==> src/rtl/cache_mem_if.sv <==
// Miss-handling bus between cache FSM / memory and cache_mem_ctrl.
// The slave modport is the controller view; master is the surrounding cache and memory.
interface cache_mem_if #(
    parameter int unsigned PA_WIDTH  = 32,
    parameter int unsigned MEM_WIDTH = 32,
    parameter int unsigned BLK_BEATS = 4
);
    logic                           req_valid;
    logic                           req_ready;
    logic                           req_dirty;
    logic [PA_WIDTH-1:0]            req_wb_addr;
    logic [PA_WIDTH-1:0]            req_fill_addr;
    logic [BLK_BEATS*MEM_WIDTH-1:0] req_wb_data;
    logic                           fill_valid;
    logic [BLK_BEATS*MEM_WIDTH-1:0] fill_data;
    logic                           fill_err;
    logic [PA_WIDTH-1:0]            mem_addr;
    logic                           mem_rd_en;
    logic                           mem_wr_en;
    logic [MEM_WIDTH-1:0]           mem_wdata;
    logic [MEM_WIDTH-1:0]           mem_rdata;
    logic                           mem_ack;

    modport master (
        output req_valid, req_dirty, req_wb_addr, req_fill_addr, req_wb_data,
        output mem_rdata, mem_ack,
        input  req_ready, fill_valid, fill_data, fill_err,
        input  mem_addr, mem_rd_en, mem_wr_en, mem_wdata
    );

    modport slave (
        input  req_valid, req_dirty, req_wb_addr, req_fill_addr, req_wb_data,
        input  mem_rdata, mem_ack,
        output req_ready, fill_valid, fill_data, fill_err,
        output mem_addr, mem_rd_en, mem_wr_en, mem_wdata
    );
endinterface

==> src/rtl/cache_mem_ctrl.sv <==
// Cache miss controller: optional dirty-victim writeback burst, then block fill burst.
// Define CACHE_MEM_TIMEOUT_EN to add a per-beat watchdog that aborts with fill_err.
module cache_mem_ctrl #(
    parameter int unsigned PA_WIDTH  = 32,
    parameter int unsigned MEM_WIDTH = 32,
    parameter int unsigned BLK_BEATS = 4,
    parameter int unsigned TIMEOUT   = 16
) (
    input  logic        clk,
    input  logic        rst_n,
    cache_mem_if.slave  bus
);
    localparam int unsigned BLK_W   = BLK_BEATS * MEM_WIDTH;
    localparam int unsigned BEAT_W  = (BLK_BEATS > 1) ? $clog2(BLK_BEATS) : 1;
    localparam int unsigned BYTE_SH = $clog2(MEM_WIDTH / 8);
    localparam int unsigned OFF_W   = $clog2(BLK_W / 8);
    localparam logic [PA_WIDTH-1:0] OFF_MASK  = PA_WIDTH'((64'd1 << OFF_W) - 64'd1);
    localparam logic [BEAT_W-1:0]   LAST_BEAT = BEAT_W'(BLK_BEATS - 1);

    if (MEM_WIDTH < 8 || (MEM_WIDTH & (MEM_WIDTH - 1)) != 0 ||
        BLK_BEATS == 0 || (BLK_BEATS & (BLK_BEATS - 1)) != 0 || TIMEOUT == 0) begin : g_bad_param
        $error("cache_mem_ctrl: illegal parameter set");
    end

    typedef enum logic [1:0] {IDLE, WB, FILL, RESP} state_t;

    state_t              state_q, state_d;
    logic [BEAT_W-1:0]   beat_q, beat_d;
    logic [PA_WIDTH-1:0] wb_base_q, wb_base_d;
    logic [PA_WIDTH-1:0] fill_base_q, fill_base_d;
    logic [BLK_W-1:0]    blk_q, blk_d;
    logic [BLK_W-1:0]    fill_data_q, fill_data_d;
    logic [PA_WIDTH-1:0] beat_off;

`ifdef CACHE_MEM_TIMEOUT_EN
    localparam int unsigned WDOG_W = $clog2(TIMEOUT + 1);
    logic [WDOG_W-1:0] wdog_q, wdog_d;
    logic              err_q, err_d;
`endif

    assign beat_off = PA_WIDTH'(beat_q) << BYTE_SH;

    // blk holds the victim during WB; each written-out slice is then reused for the fill beat.
    always_comb begin
        state_d     = state_q;
        beat_d      = beat_q;
        wb_base_d   = wb_base_q;
        fill_base_d = fill_base_q;
        blk_d       = blk_q;
        fill_data_d = fill_data_q;
`ifdef CACHE_MEM_TIMEOUT_EN
        wdog_d      = wdog_q;
        err_d       = err_q;
`endif
        case (state_q)
            IDLE: begin
                if (bus.req_valid) begin
                    wb_base_d   = bus.req_wb_addr & ~OFF_MASK;
                    fill_base_d = bus.req_fill_addr & ~OFF_MASK;
                    blk_d       = bus.req_wb_data;
                    beat_d      = '0;
                    state_d     = bus.req_dirty ? WB : FILL;
`ifdef CACHE_MEM_TIMEOUT_EN
                    wdog_d      = '0;
                    err_d       = 1'b0;
`endif
                end
            end
            WB: begin
                if (bus.mem_ack) begin
                    if (beat_q == LAST_BEAT) begin
                        beat_d  = '0;
                        state_d = FILL;
                    end else begin
                        beat_d  = beat_q + BEAT_W'(1);
                    end
                end
            end
            FILL: begin
                if (bus.mem_ack) begin
                    blk_d[beat_q*MEM_WIDTH +: MEM_WIDTH] = bus.mem_rdata;
                    if (beat_q == LAST_BEAT) begin
                        fill_data_d = blk_d;
                        state_d     = RESP;
                    end else begin
                        beat_d      = beat_q + BEAT_W'(1);
                    end
                end
            end
            default: state_d = IDLE;
        endcase
`ifdef CACHE_MEM_TIMEOUT_EN
        if (state_q == WB || state_q == FILL) begin
            if (bus.mem_ack) begin
                wdog_d = '0;
            end else if (wdog_q == WDOG_W'(TIMEOUT - 1)) begin
                wdog_d  = '0;
                err_d   = 1'b1;
                state_d = RESP;
            end else begin
                wdog_d = wdog_q + WDOG_W'(1);
            end
        end
`endif
    end

    always_ff @(posedge clk or negedge rst_n) begin
        if (!rst_n) begin
            state_q     <= IDLE;
            beat_q      <= '0;
            wb_base_q   <= '0;
            fill_base_q <= '0;
            blk_q       <= '0;
            fill_data_q <= '0;
`ifdef CACHE_MEM_TIMEOUT_EN
            wdog_q      <= '0;
            err_q       <= 1'b0;
`endif
        end else begin
            state_q     <= state_d;
            beat_q      <= beat_d;
            wb_base_q   <= wb_base_d;
            fill_base_q <= fill_base_d;
            blk_q       <= blk_d;
            fill_data_q <= fill_data_d;
`ifdef CACHE_MEM_TIMEOUT_EN
            wdog_q      <= wdog_d;
            err_q       <= err_d;
`endif
        end
    end

    // State is held at IDLE during reset, so only req_ready needs explicit gating.
    assign bus.req_ready  = rst_n && (state_q == IDLE);
    assign bus.mem_wr_en  = (state_q == WB);
    assign bus.mem_rd_en  = (state_q == FILL);
    assign bus.mem_addr   = (state_q == WB)   ? wb_base_q + beat_off :
                            (state_q == FILL) ? fill_base_q + beat_off : '0;
    assign bus.mem_wdata  = (state_q == WB) ? blk_q[beat_q*MEM_WIDTH +: MEM_WIDTH] : '0;
    assign bus.fill_valid = (state_q == RESP);
    assign bus.fill_data  = fill_data_q;
`ifdef CACHE_MEM_TIMEOUT_EN
    assign bus.fill_err   = (state_q == RESP) && err_q;
`else
    assign bus.fill_err   = 1'b0;
`endif
endmodule
==> src/flat_wrapper.sv <==
// flat-port wrapper written by rule: the top's interface ports become plain ports
module cache_mem_ctrl_flat 
#(
    parameter int unsigned PA_WIDTH  = 32,
    parameter int unsigned MEM_WIDTH = 32,
    parameter int unsigned BLK_BEATS = 4,
    parameter int unsigned TIMEOUT   = 16
)
  (clk, rst_n, bus_req_valid, bus_req_dirty, bus_req_wb_addr, bus_req_fill_addr, bus_req_wb_data, bus_mem_rdata, bus_mem_ack, bus_req_ready, bus_fill_valid, bus_fill_data, bus_fill_err, bus_mem_addr, bus_mem_rd_en, bus_mem_wr_en, bus_mem_wdata);
  cache_mem_if #(.PA_WIDTH(PA_WIDTH), .MEM_WIDTH(MEM_WIDTH), .BLK_BEATS(BLK_BEATS)) bus_i ();
  input  logic clk;
  input  logic rst_n;
  input wire logic [$bits(bus_i.req_valid)-1:0] bus_req_valid;
  input wire logic [$bits(bus_i.req_dirty)-1:0] bus_req_dirty;
  input wire logic [$bits(bus_i.req_wb_addr)-1:0] bus_req_wb_addr;
  input wire logic [$bits(bus_i.req_fill_addr)-1:0] bus_req_fill_addr;
  input wire logic [$bits(bus_i.req_wb_data)-1:0] bus_req_wb_data;
  input wire logic [$bits(bus_i.mem_rdata)-1:0] bus_mem_rdata;
  input wire logic [$bits(bus_i.mem_ack)-1:0] bus_mem_ack;
  output wire logic [$bits(bus_i.req_ready)-1:0] bus_req_ready;
  output wire logic [$bits(bus_i.fill_valid)-1:0] bus_fill_valid;
  output wire logic [$bits(bus_i.fill_data)-1:0] bus_fill_data;
  output wire logic [$bits(bus_i.fill_err)-1:0] bus_fill_err;
  output wire logic [$bits(bus_i.mem_addr)-1:0] bus_mem_addr;
  output wire logic [$bits(bus_i.mem_rd_en)-1:0] bus_mem_rd_en;
  output wire logic [$bits(bus_i.mem_wr_en)-1:0] bus_mem_wr_en;
  output wire logic [$bits(bus_i.mem_wdata)-1:0] bus_mem_wdata;
  assign bus_i.req_valid = bus_req_valid;
  assign bus_i.req_dirty = bus_req_dirty;
  assign bus_i.req_wb_addr = bus_req_wb_addr;
  assign bus_i.req_fill_addr = bus_req_fill_addr;
  assign bus_i.req_wb_data = bus_req_wb_data;
  assign bus_i.mem_rdata = bus_mem_rdata;
  assign bus_i.mem_ack = bus_mem_ack;
  assign bus_req_ready = bus_i.req_ready;
  assign bus_fill_valid = bus_i.fill_valid;
  assign bus_fill_data = bus_i.fill_data;
  assign bus_fill_err = bus_i.fill_err;
  assign bus_mem_addr = bus_i.mem_addr;
  assign bus_mem_rd_en = bus_i.mem_rd_en;
  assign bus_mem_wr_en = bus_i.mem_wr_en;
  assign bus_mem_wdata = bus_i.mem_wdata;
  cache_mem_ctrl #(.PA_WIDTH(PA_WIDTH), .MEM_WIDTH(MEM_WIDTH), .BLK_BEATS(BLK_BEATS), .TIMEOUT(TIMEOUT)) u_core (.clk(clk), .rst_n(rst_n), .bus(bus_i));
endmodule
==> config.mk <==
export PLATFORM = sky130hd
export DESIGN_NAME = cache_mem_ctrl_flat
export DESIGN_NICKNAME = d
export VERILOG_FILES = /design/src/rtl/cache_mem_if.sv /design/src/rtl/cache_mem_ctrl.sv /design/src/flat_wrapper.sv
export SDC_FILE = /design/constraint.sdc
export NUM_CORES = 1
export LEC_CHECK = 0
export CAP_MARGIN = 10
export CORE_MARGIN = 5
export CORE_UTILIZATION = 45
export DETAILED_ROUTE_END_ITERATION = 6
export PLACE_DENSITY = 0.83
export SLEW_MARGIN = 15
export SYNTH_ARGS = -nofsm -noshare
export SYNTH_HDL_FRONTEND = slang
export SYNTH_SLANG_ARGS = --single-unit
==> constraint.sdc <==
create_clock -name clk -period 2.3 [get_ports clk]
set_input_delay 0.345 -clock clk [delete_from_list [all_inputs] [get_ports clk]]
set_output_delay 0.345 -clock clk [all_outputs]
set_load 0.02 [all_outputs]
# After elaboration in Yosys (flattened, before gate mapping)

Index checks and enable logic that the tools add are counted.

Register bits after elaboration: 316
Output and inout port bits: 197
Word-level logic and storage cells: 52

$add $sub $neg: 4
Eq/ne operators: 10
Shift-type cells: 3
Multiplexer cells: 20
Reductions and logical operators: 9

Operators with widths:

| operator                  | number |
|---|---|
| $mux 128                  | 2 |
| $pmux 128 s2              | 1 |
| $bwmux 128                | 1 |
| $shift 32x34->128 const A | 1 |
| $shiftx 128x8->32         | 1 |
| $shiftx 32x34->128        | 1 |
| $mux 32                   | 3 |
| $add 32x4->32             | 2 |
| $neg 7->34                | 1 |
| $mux 2                    | 11 |
| $pmux 2 s3                | 2 |
| $reduce_and 5->1          | 2 |
| $ne 2x2->1 const B        | 4 |
| $eq 2x2->1 const B        | 3 |
| $reduce_and 3->1          | 2 |
| $ne 2x1->1 const B        | 2 |
| $reduce_bool 3->1         | 1 |
| $add 2x1->2 const B       | 1 |
| $eq 2x1->1 const B        | 1 |
| $logic_not 2->1           | 1 |
| $reduce_and 2->1          | 1 |
| $reduce_bool 2->1         | 1 |
| $logic_and 1x1->1         | 1 |

# Longest topological paths before layout

Gate-level depths: netlist of the first run.

Depth in word-level cells: 5
Depth in mapped cells: 11

# Worst setup path before layout of the first run

No wires, ideal clock.

Path kind: reg2reg
Start point: register u_core.beat_q[1]
End point: register u_core.blk_q[100]
Setup time: 0.121 ns
Arrival: 2.367 ns
Required time: 2.179 ns
Path slack: -0.188 ns
Stages on the path, launching flop included: 10
Buffers on the path: 4
Clock period less this slack: 2.488 ns
Path through: dfrtp_1 -> clkbuf_1 -> clkbuf_1 -> inv_1 -> ha_1 -> nand4bb_1 -> clkbuf_1 -> clkbuf_1 -> o22ai_1 -> a22o_1

Longest elaborated chain between the ends: 5

RTL lines:

| item                                                           | line                  | text |
|---|---|---|
| from (decl)                                                    | cache_mem_ctrl.sv:28  | `logic [BEAT_W-1:0] beat_q, beat_d;` |
| from (signal assigned)                                         | cache_mem_ctrl.sv:121 | `beat_q <= beat_d;` |
| $neg 7->34 *                                                   | cache_mem_ctrl.sv:81  | `blk_d[beat_q*MEM_WIDTH +: MEM_WIDTH] = bus.mem_rdata;` |
| $shiftx 32x34->128 / $shift 32x34->128 (equally long branches) | cache_mem_ctrl.sv:81  |  |
| $bwmux 128 *                                                   | cache_mem_ctrl.sv:81  |  |
| $mux 128 *                                                     | cache_mem_ctrl.sv:80  | `if (bus.mem_ack) begin` |
| $pmux 128 s2 *                                                 | cache_mem_ctrl.sv:55  | `case (state_q)` |
| to (signal assigned)                                           | cache_mem_ctrl.sv:124 | `blk_q <= blk_d;` |
| to (decl)                                                      | cache_mem_ctrl.sv:31  | `logic [BLK_W-1:0] blk_q, blk_d;` |

Every way passes the cells marked *; elsewhere a longest branch is shown, timed or not. The select of a mux whose other input is x is not followed.
A chain may end at the register's enable or synchronous reset.

# Worst setup path in the final report of the first run

Start point: register u_core.beat_q[0]
End point: output bus_mem_wdata[2]

Longest elaborated chain between the ends: 2

RTL lines:

| item              | line                  | text |
|---|---|---|
| $shiftx 128x8->32 | cache_mem_ctrl.sv:139 | `assign bus.mem_wdata = (state_q == WB) ? blk_q[beat_q*MEM_WIDTH +: MEM_WIDTH] : '0;` |
| $mux 32           | cache_mem_ctrl.sv:139 |  |
| to (decl)         | flat_wrapper.sv:27    | `output wire logic [$bits(bus_i.mem_wdata)-1:0] bus_mem_wdata;` |

Every way passes these cells.

==> impl_metrics.toml, run 1 <==
[floorplanning]
die_area_mm2 = 0.0396
start_util_pct = 45.4
die_h_um = 199
num_rows = 69
io_pins = 426
design.core.area_mm2 = 0.0354
fp.dieW_um = 199

[logic_synthesis]
yosysSeqAreaShare_pct = 49.2
synth_area_mm2 = 0.0161
synthXorXnorAreaFrac_pct = 0
yosysTopAreaCellShare_pct = 49.2
synth_compound_area_share_pct = 23.5
ys_warn_count = 0
synth_top_family_by_area = "compound AO/OA/AOI/OAI gates"
synth_ff_type = "dfrtp_1"
synth_cells = 1572
async_flop_share_pct = 100
synth_adder_area_share_pct = 0.856
synthSimpleGateAreaFrac_pct = 11.3
ys_ff_latch = 316
synth_edf_count = 0
avgSynthCellArea_um2 = 10.2
synth_area_leaders = "dfrtp_1, a22o_1, nor2_1, a221oi_1, mux4_2"
synth_cell_types = 47
yosysTopAreaCell = "dfrtp_1"
synthMuxAreaShare_pct = 8.73

[sta]
relSlewSlack_pct = 31.6
setup_ws_ps = -209
rsz0062_at_grt = "yes"
tightestPinTransition_ps = 1030
slew_viol_final = 0
final_hold_viol_count = 0
fmax_mhz = 399
timing.setup.tns_ps = -8880
fin_crit_sh_pct = 109
setup_viol = 141
finClkSkew_ps = 24.4
fin_crit_ps = 2510

[final_layout]
fin_nets = 2227
n_fill_cell = 2521
final_core_util_pct = 67.5
final_cells = 2479
multiInputGateArea_mm2 = 0.00808
seqCellArea_mm2 = 0.00791
area_growth_pct = 48.5
drive_above_1_share_pct = 24.9

[clock_network]
path_clk_slew_ps = 60
clock_path_buffers = 3
cts_tree = "built"
clkLatencyLatePin_ps = 530
cts_root_buf = "clkbuf_16"
htreeDepth = 2
clkSinkCount = 316
cts_inserted_buffers = 36

[route]
postRouteAntennaNets = 0
drt-pass1-iter-count = 7
viasPerCell = 6.48
vias = 16100
wire_per_inst_um = 27.1
finalWirelength_mm = 67.3
drt_iter0_markers = 1966
drcViolationCount = 32

[placed_design]
dp_slack_ps = -79.9
gp_congestion = 0.953
io_buffers = 414
hpwl_mm = 41.5
placedCellCount = 2357

[worst_setup_path]
crit_type = "reg -> out"
startpoint_type = "flop"
worstPathRequired_ps = 1960
critical_path.max_fanout = 7
crit_arrival_ps = 2160
end_kind = "primary output"

[power]
power.share.combinational_pct = 54.3
ir_drop_mv = 0.854
power_density_mw_per_mm2 = 1380
swShare_pct = 41.0
cellLeakagePower_nw = 10.3
clkPwrFrac_pct = 17.2
intPower_mw = 19.4
p_sw_mw = 13.5
power_frac_seq_pct = 28.5

[run]
max_cap_viol_count = 0

[global_routing]
grt_pass1_wl_mm = 93.9
grt_max_degree = 165
antenna_found_initial = 6
gr-total-overflow = 0
first_global_vias = 16100
grt.total_usage_pct = 30.4

[min_path]
min_path_type = "in -> reg"

[outcome]
status = "finished with violations"
violations = "design-rule violations, negative setup slack"
area by class of cell:
| cell class | instances | area share, % |
|---|---|---|
| clock buffers | 51 | 4.34 |
| clock inverters | 13 | 0.466 |
| flip-flops and latches | 316 | 33.1 |
| inverters | 84 | 1.38 |
| multi-input cells | 1016 | 33.8 |
| repair buffers | 533 | 24.4 |
| diodes | 5 | 0.0524 |
| well taps | 461 | 2.41 |
cells by family after synthesis:
logic type / Yosys count
other: 1
muxes: 93
DFF: 316
AOI/OAI and AO/OA: 513
buffers and inverters: 242
adders and majority gates: 11
and+or+nand+nor: 396
cells in the mapped netlist, types with 2 or more instances:
cell type / number
o21ai_0: 35
nand2b_1: 7
a22oi_1: 39
nand3_1: 11
nor2b_1: 44
nand3b_1: 7
inv_1: 83
mux2_2: 59
and2_1: 36
buf_1: 13
o21ai_1: 7
a221oi_1: 96
clkbuf_1: 86
ha_1: 11
a21oi_1: 74
o22ai_1: 71
a31oi_1: 3
mux2i_1: 2
a21o_1: 5
buf_2: 47
and3_1: 3
dfrtp_1: 316
a221o_1: 7
buf_6: 6
nor2_1: 232
o2bb2ai_1: 32
a21boi_0: 39
nand2_1: 47
mux4_2: 32
a22o_1: 100
buf_4: 6
cells in the final DEF (no fill, tap or decap), drive strengths merged, types with 5 or more instances in the layout:
| cell type | instances |
|---|---|
| a21boi | 39 |
| a21o | 5 |
| a21oi | 75 |
| a221o | 7 |
| a221oi | 96 |
| a22o | 100 |
| a22oi | 39 |
| and2 | 37 |
| buf | 172 |
| clkbuf | 61 |
| clkdlybuf4s50 | 347 |
| clkinv | 10 |
| dfrtp | 316 |
| diode | 5 |
| ha | 11 |
| inv | 83 |
| mux2 | 59 |
| mux4 | 32 |
| nand2 | 47 |
| nand2b | 8 |
| nand3 | 11 |
| nand3b | 7 |
| nor2 | 232 |
| nor2b | 44 |
| o21ai | 42 |
| o22ai | 71 |
| o2bb2ai | 32 |
routing by layer:
metal / track usage [%] / routed length (µm) / vias to the layer above
li1: - / - / 6568
met1: 38.4 / 23700 / 7822
met2: 48.6 / 31700 / 1349
met3: 7.84 / 7330 / 332
met4: 15.7 / 4450 / 2
met5: 0 / 20 / -
power groups by stage:
stage          Clock [mW]  Sequential (mW)  Combinational [mW]
6_report             5.65             9.40                17.9
4_1_cts              5.67             9.17                15.3
5_1_grt              5.93             9.55                18.7
2_1_floorplan           0             9.24                8.44
3_5_place_dp            0             9.20                14.6
3_3_place_gp            0             9.06                14.2
state kept, by name, summed over array words and instances (netlist names):
register	flops
u_core.fill_base_q	28
u_core.beat_q	2
u_core.blk_q	128
u_core.wb_base_q	28
u_core.bus.fill_data	128
u_core.state_q	2
through the flow:
step                area [µm²]  hold WS [ps]  total power, mW
floorplan                16100          49.4             17.7
global placement         20900           430             23.2
detailed placement       20900           444             23.8
CTS                      22500           424             30.1
global route             23900           441             34.2
finish                   23900           443             32.9
worst max-delay path: stages, from the launching register on:
cell     delay (ps)
dfrtp_4         500
buf_12          150
buf_12          140
buf_12          120
mux4_2          410
and2_4          180
buf_6           120
path summary, 6_finish.rpt:
check                                         start                   endpoint  slack (ps)  depth (start not counted)
max in group asynchronous                     rst_n           u_core.blk_q[79]         970                          3
hold / removal                  bus_req_wb_addr[31]       u_core.wb_base_q[31]         440                          2
hold reg to reg            u_core.bus.fill_data[45]   u_core.bus.fill_data[45]         500                          2
setup / recovery                   u_core.beat_q[0]           bus_mem_wdata[2]        -210                          6
min in group asynchronous                     rst_n  u_core.bus.fill_data[113]         500                          3
setup reg to reg                   u_core.beat_q[0]   u_core.bus.fill_data[31]        -170                         12
repair_timing:
item | CTS | global route
hold endpoints to repair | 152 | 0
gates resized for setup | 414 | 236
buffers inserted | 13 | 25
endpoints found under the setup margin | 75 | 282
pin swaps | 10 | 121
hold buffers | 1 | 0
gates cloned | 4 | 13
Power figures use the tool's default switching activity.
==> inputs of run 2 (changes only) <==
--- a/config.mk
+++ b/config.mk
@@ -7,9 +7,10 @@
 export LEC_CHECK = 0
 export CAP_MARGIN = 10
 export CORE_MARGIN = 5
-export CORE_UTILIZATION = 45
+export CORE_UTILIZATION = 58
 export DETAILED_ROUTE_END_ITERATION = 6
-export PLACE_DENSITY = 0.83
+export DONT_BUFFER_PORTS = 1
+export PLACE_DENSITY = 0.81
 export SLEW_MARGIN = 15
 export SYNTH_ARGS = -nofsm -noshare
 export SYNTH_HDL_FRONTEND = slang
==> impl_metrics.toml, run 2 (same netlist as run 1, synthesis figures left out) <==
[outcome]
status = "finished with violations"
violations = "negative hold slack, negative setup slack"

[clock_network]
path_clk_slew_ps = 60
cts_root_buf = "clkbuf_16"
clkLatencyLatePin_ps = 520
clock_path_buffers = 3
cts_inserted_buffers = 34
hold_buffers = 84
cts_tree = "built"
clkSinkCount = 316
htreeDepth = 2

[route]
wire_per_inst_um = 30.3
viasPerCell = 7.24
drt_iter0_markers = 2274
postRouteAntennaNets = 0
drcViolationCount = 0
drt-pass1-iter-count = 6
finalWirelength_mm = 61.1
vias = 14600

[sta]
slew_viol_final = 0
finClkSkew_ps = 20.5
fin_hold_ws_ps = -459
fmax_mhz = 424
setup_viol = 26
fin_crit_ps = 2360
tightestPinTransition_ps = 1120
rsz0062_at_grt = "yes"
final_hold_viol_count = 316
relSlewSlack_pct = 25.1
setup_ws_ps = -59.7
fin_crit_sh_pct = 103
timing.setup.tns_ps = -630

[run]
max_cap_viol_count = 0

[final_layout]
final_cell_mix = "dfrtp_1, nor2_1, a221oi_1"
fin_nets = 1856
drive_above_1_share_pct = 17.5
area_growth_pct = 18.3
fin_area_mm2 = 0.0190
layout_commonest_cell = "dfrtp_1"
final_core_util_pct = 69.1
final_cells = 2019

[power]
cellLeakagePower_nw = 8.38
ir_drop_mv = 0.801
power_density_mw_per_mm2 = 1510
power_mw = 28.7

[floorplanning]
design.core.area_mm2 = 0.0276
start_util_pct = 58.4
die_area_mm2 = 0.0312
io_pins = 426
num_rows = 61
die_h_um = 177
fp.dieW_um = 177

[global_routing]
antenna_found_initial = 3
grt_max_degree = 318
grt.total_usage_pct = 36.7
gr-total-overflow = 0
grt_pass1_wl_mm = 88.3
first_global_vias = 14500

[placed_design]
placedCellCount = 1857
dp_slack_ps = -174
place_area_mm2 = 0.0166
io_buffers = 0
gp_congestion = 0.929
hpwl_mm = 35.7

[worst_setup_path]
end_kind = "primary output"
crit_arrival_ps = 2010
crit_type = "reg -> out"
worstPathRequired_ps = 1960
critical_path.max_fanout = 14
startpoint_type = "flop"

[min_path]
min_path_type = "in -> async"
-- run 2: cell type report --
| class | count | area (µm²) |
|---|---|---|
| antenna | 2 | 5.00 |
| clock buffer | 50 | 981 |
| clock inverter | 9 | 144 |
| fill | 1945 | 8520 |
| inverter | 84 | 315 |
| multi-input combinational | 1018 | 7360 |
| sequential | 316 | 7910 |
| tap | 378 | 473 |
| timing repair buffer | 162 | 1840 |
-- run 2: layer usage --
metal | GRT usage [%] | vias up | share of wire, %
met2 | 59.1 | 1328 | 47
met1 | 45.3 | 7185 | 34
met3 | 11.3 | 293 | 14
met5 | 0 | - | 0.062
li1 | - | 5805 | -
met4 | 18.0 | 2 | 6.1
-- run 2: timing repair --
| action | 4_1_cts | 5_1_grt |
|---|---|---|
| cloned | 4 | 3 |
| setup buffers | 6 | 4 |
| endpoints found under the hold margin | 405 | 316 |
| setup endpoints to repair | 149 | 145 |
| resized for setup | 34 | 45 |
-- run 2: where the power goes --
| group | leakage (nW) | internal [mW] | switching [mW] |
|---|---|---|---|
| registers | 4.08 | 7.64 | 2.44 |
| clock network | 0.543 | 3.31 | 2.34 |
| logic | 3.76 | 5.60 | 7.38 |
-- run 2: worst paths after layout --
kind	cells past startpoint	endpoint	startpoint	slack, ps
max	3	bus_mem_wdata[6]	u_core.beat_q[0]	-60
min	0	u_core.bus.fill_data[10]	rst_n	-460
max reg2reg	8	u_core.bus.fill_data[85]	u_core.beat_q[0]	20
min reg2reg	1	u_core.blk_q[126]	u_core.blk_q[126]	500
max in group asynchronous	0	u_core.blk_q[110]	rst_n	1840
min in group clk	2	u_core.bus.fill_data[106]	bus_mem_rdata[10]	10
-- run 2: worst max-delay path, cell delays in order (launching register included) --
cell and delay, ps:
dfrtp_4 490, buf_12 200, mux4_2 530, and2_1 260
==> inputs of run 3 (changes only) <==
--- a/config.mk
+++ b/config.mk
@@ -5,13 +5,13 @@
 export SDC_FILE = /design/constraint.sdc
 export NUM_CORES = 1
 export LEC_CHECK = 0
+export ABC_AREA = 0
 export CAP_MARGIN = 10
 export CORE_MARGIN = 5
 export CORE_UTILIZATION = 58
 export DETAILED_ROUTE_END_ITERATION = 6
 export DONT_BUFFER_PORTS = 1
 export PLACE_DENSITY = 0.81
-export SLEW_MARGIN = 15
 export SYNTH_ARGS = -nofsm -noshare
 export SYNTH_HDL_FRONTEND = slang
 export SYNTH_SLANG_ARGS = --single-unit
==> results of run 3 <==
No change in the layout: final DEF, timing and power equal those of run 2.
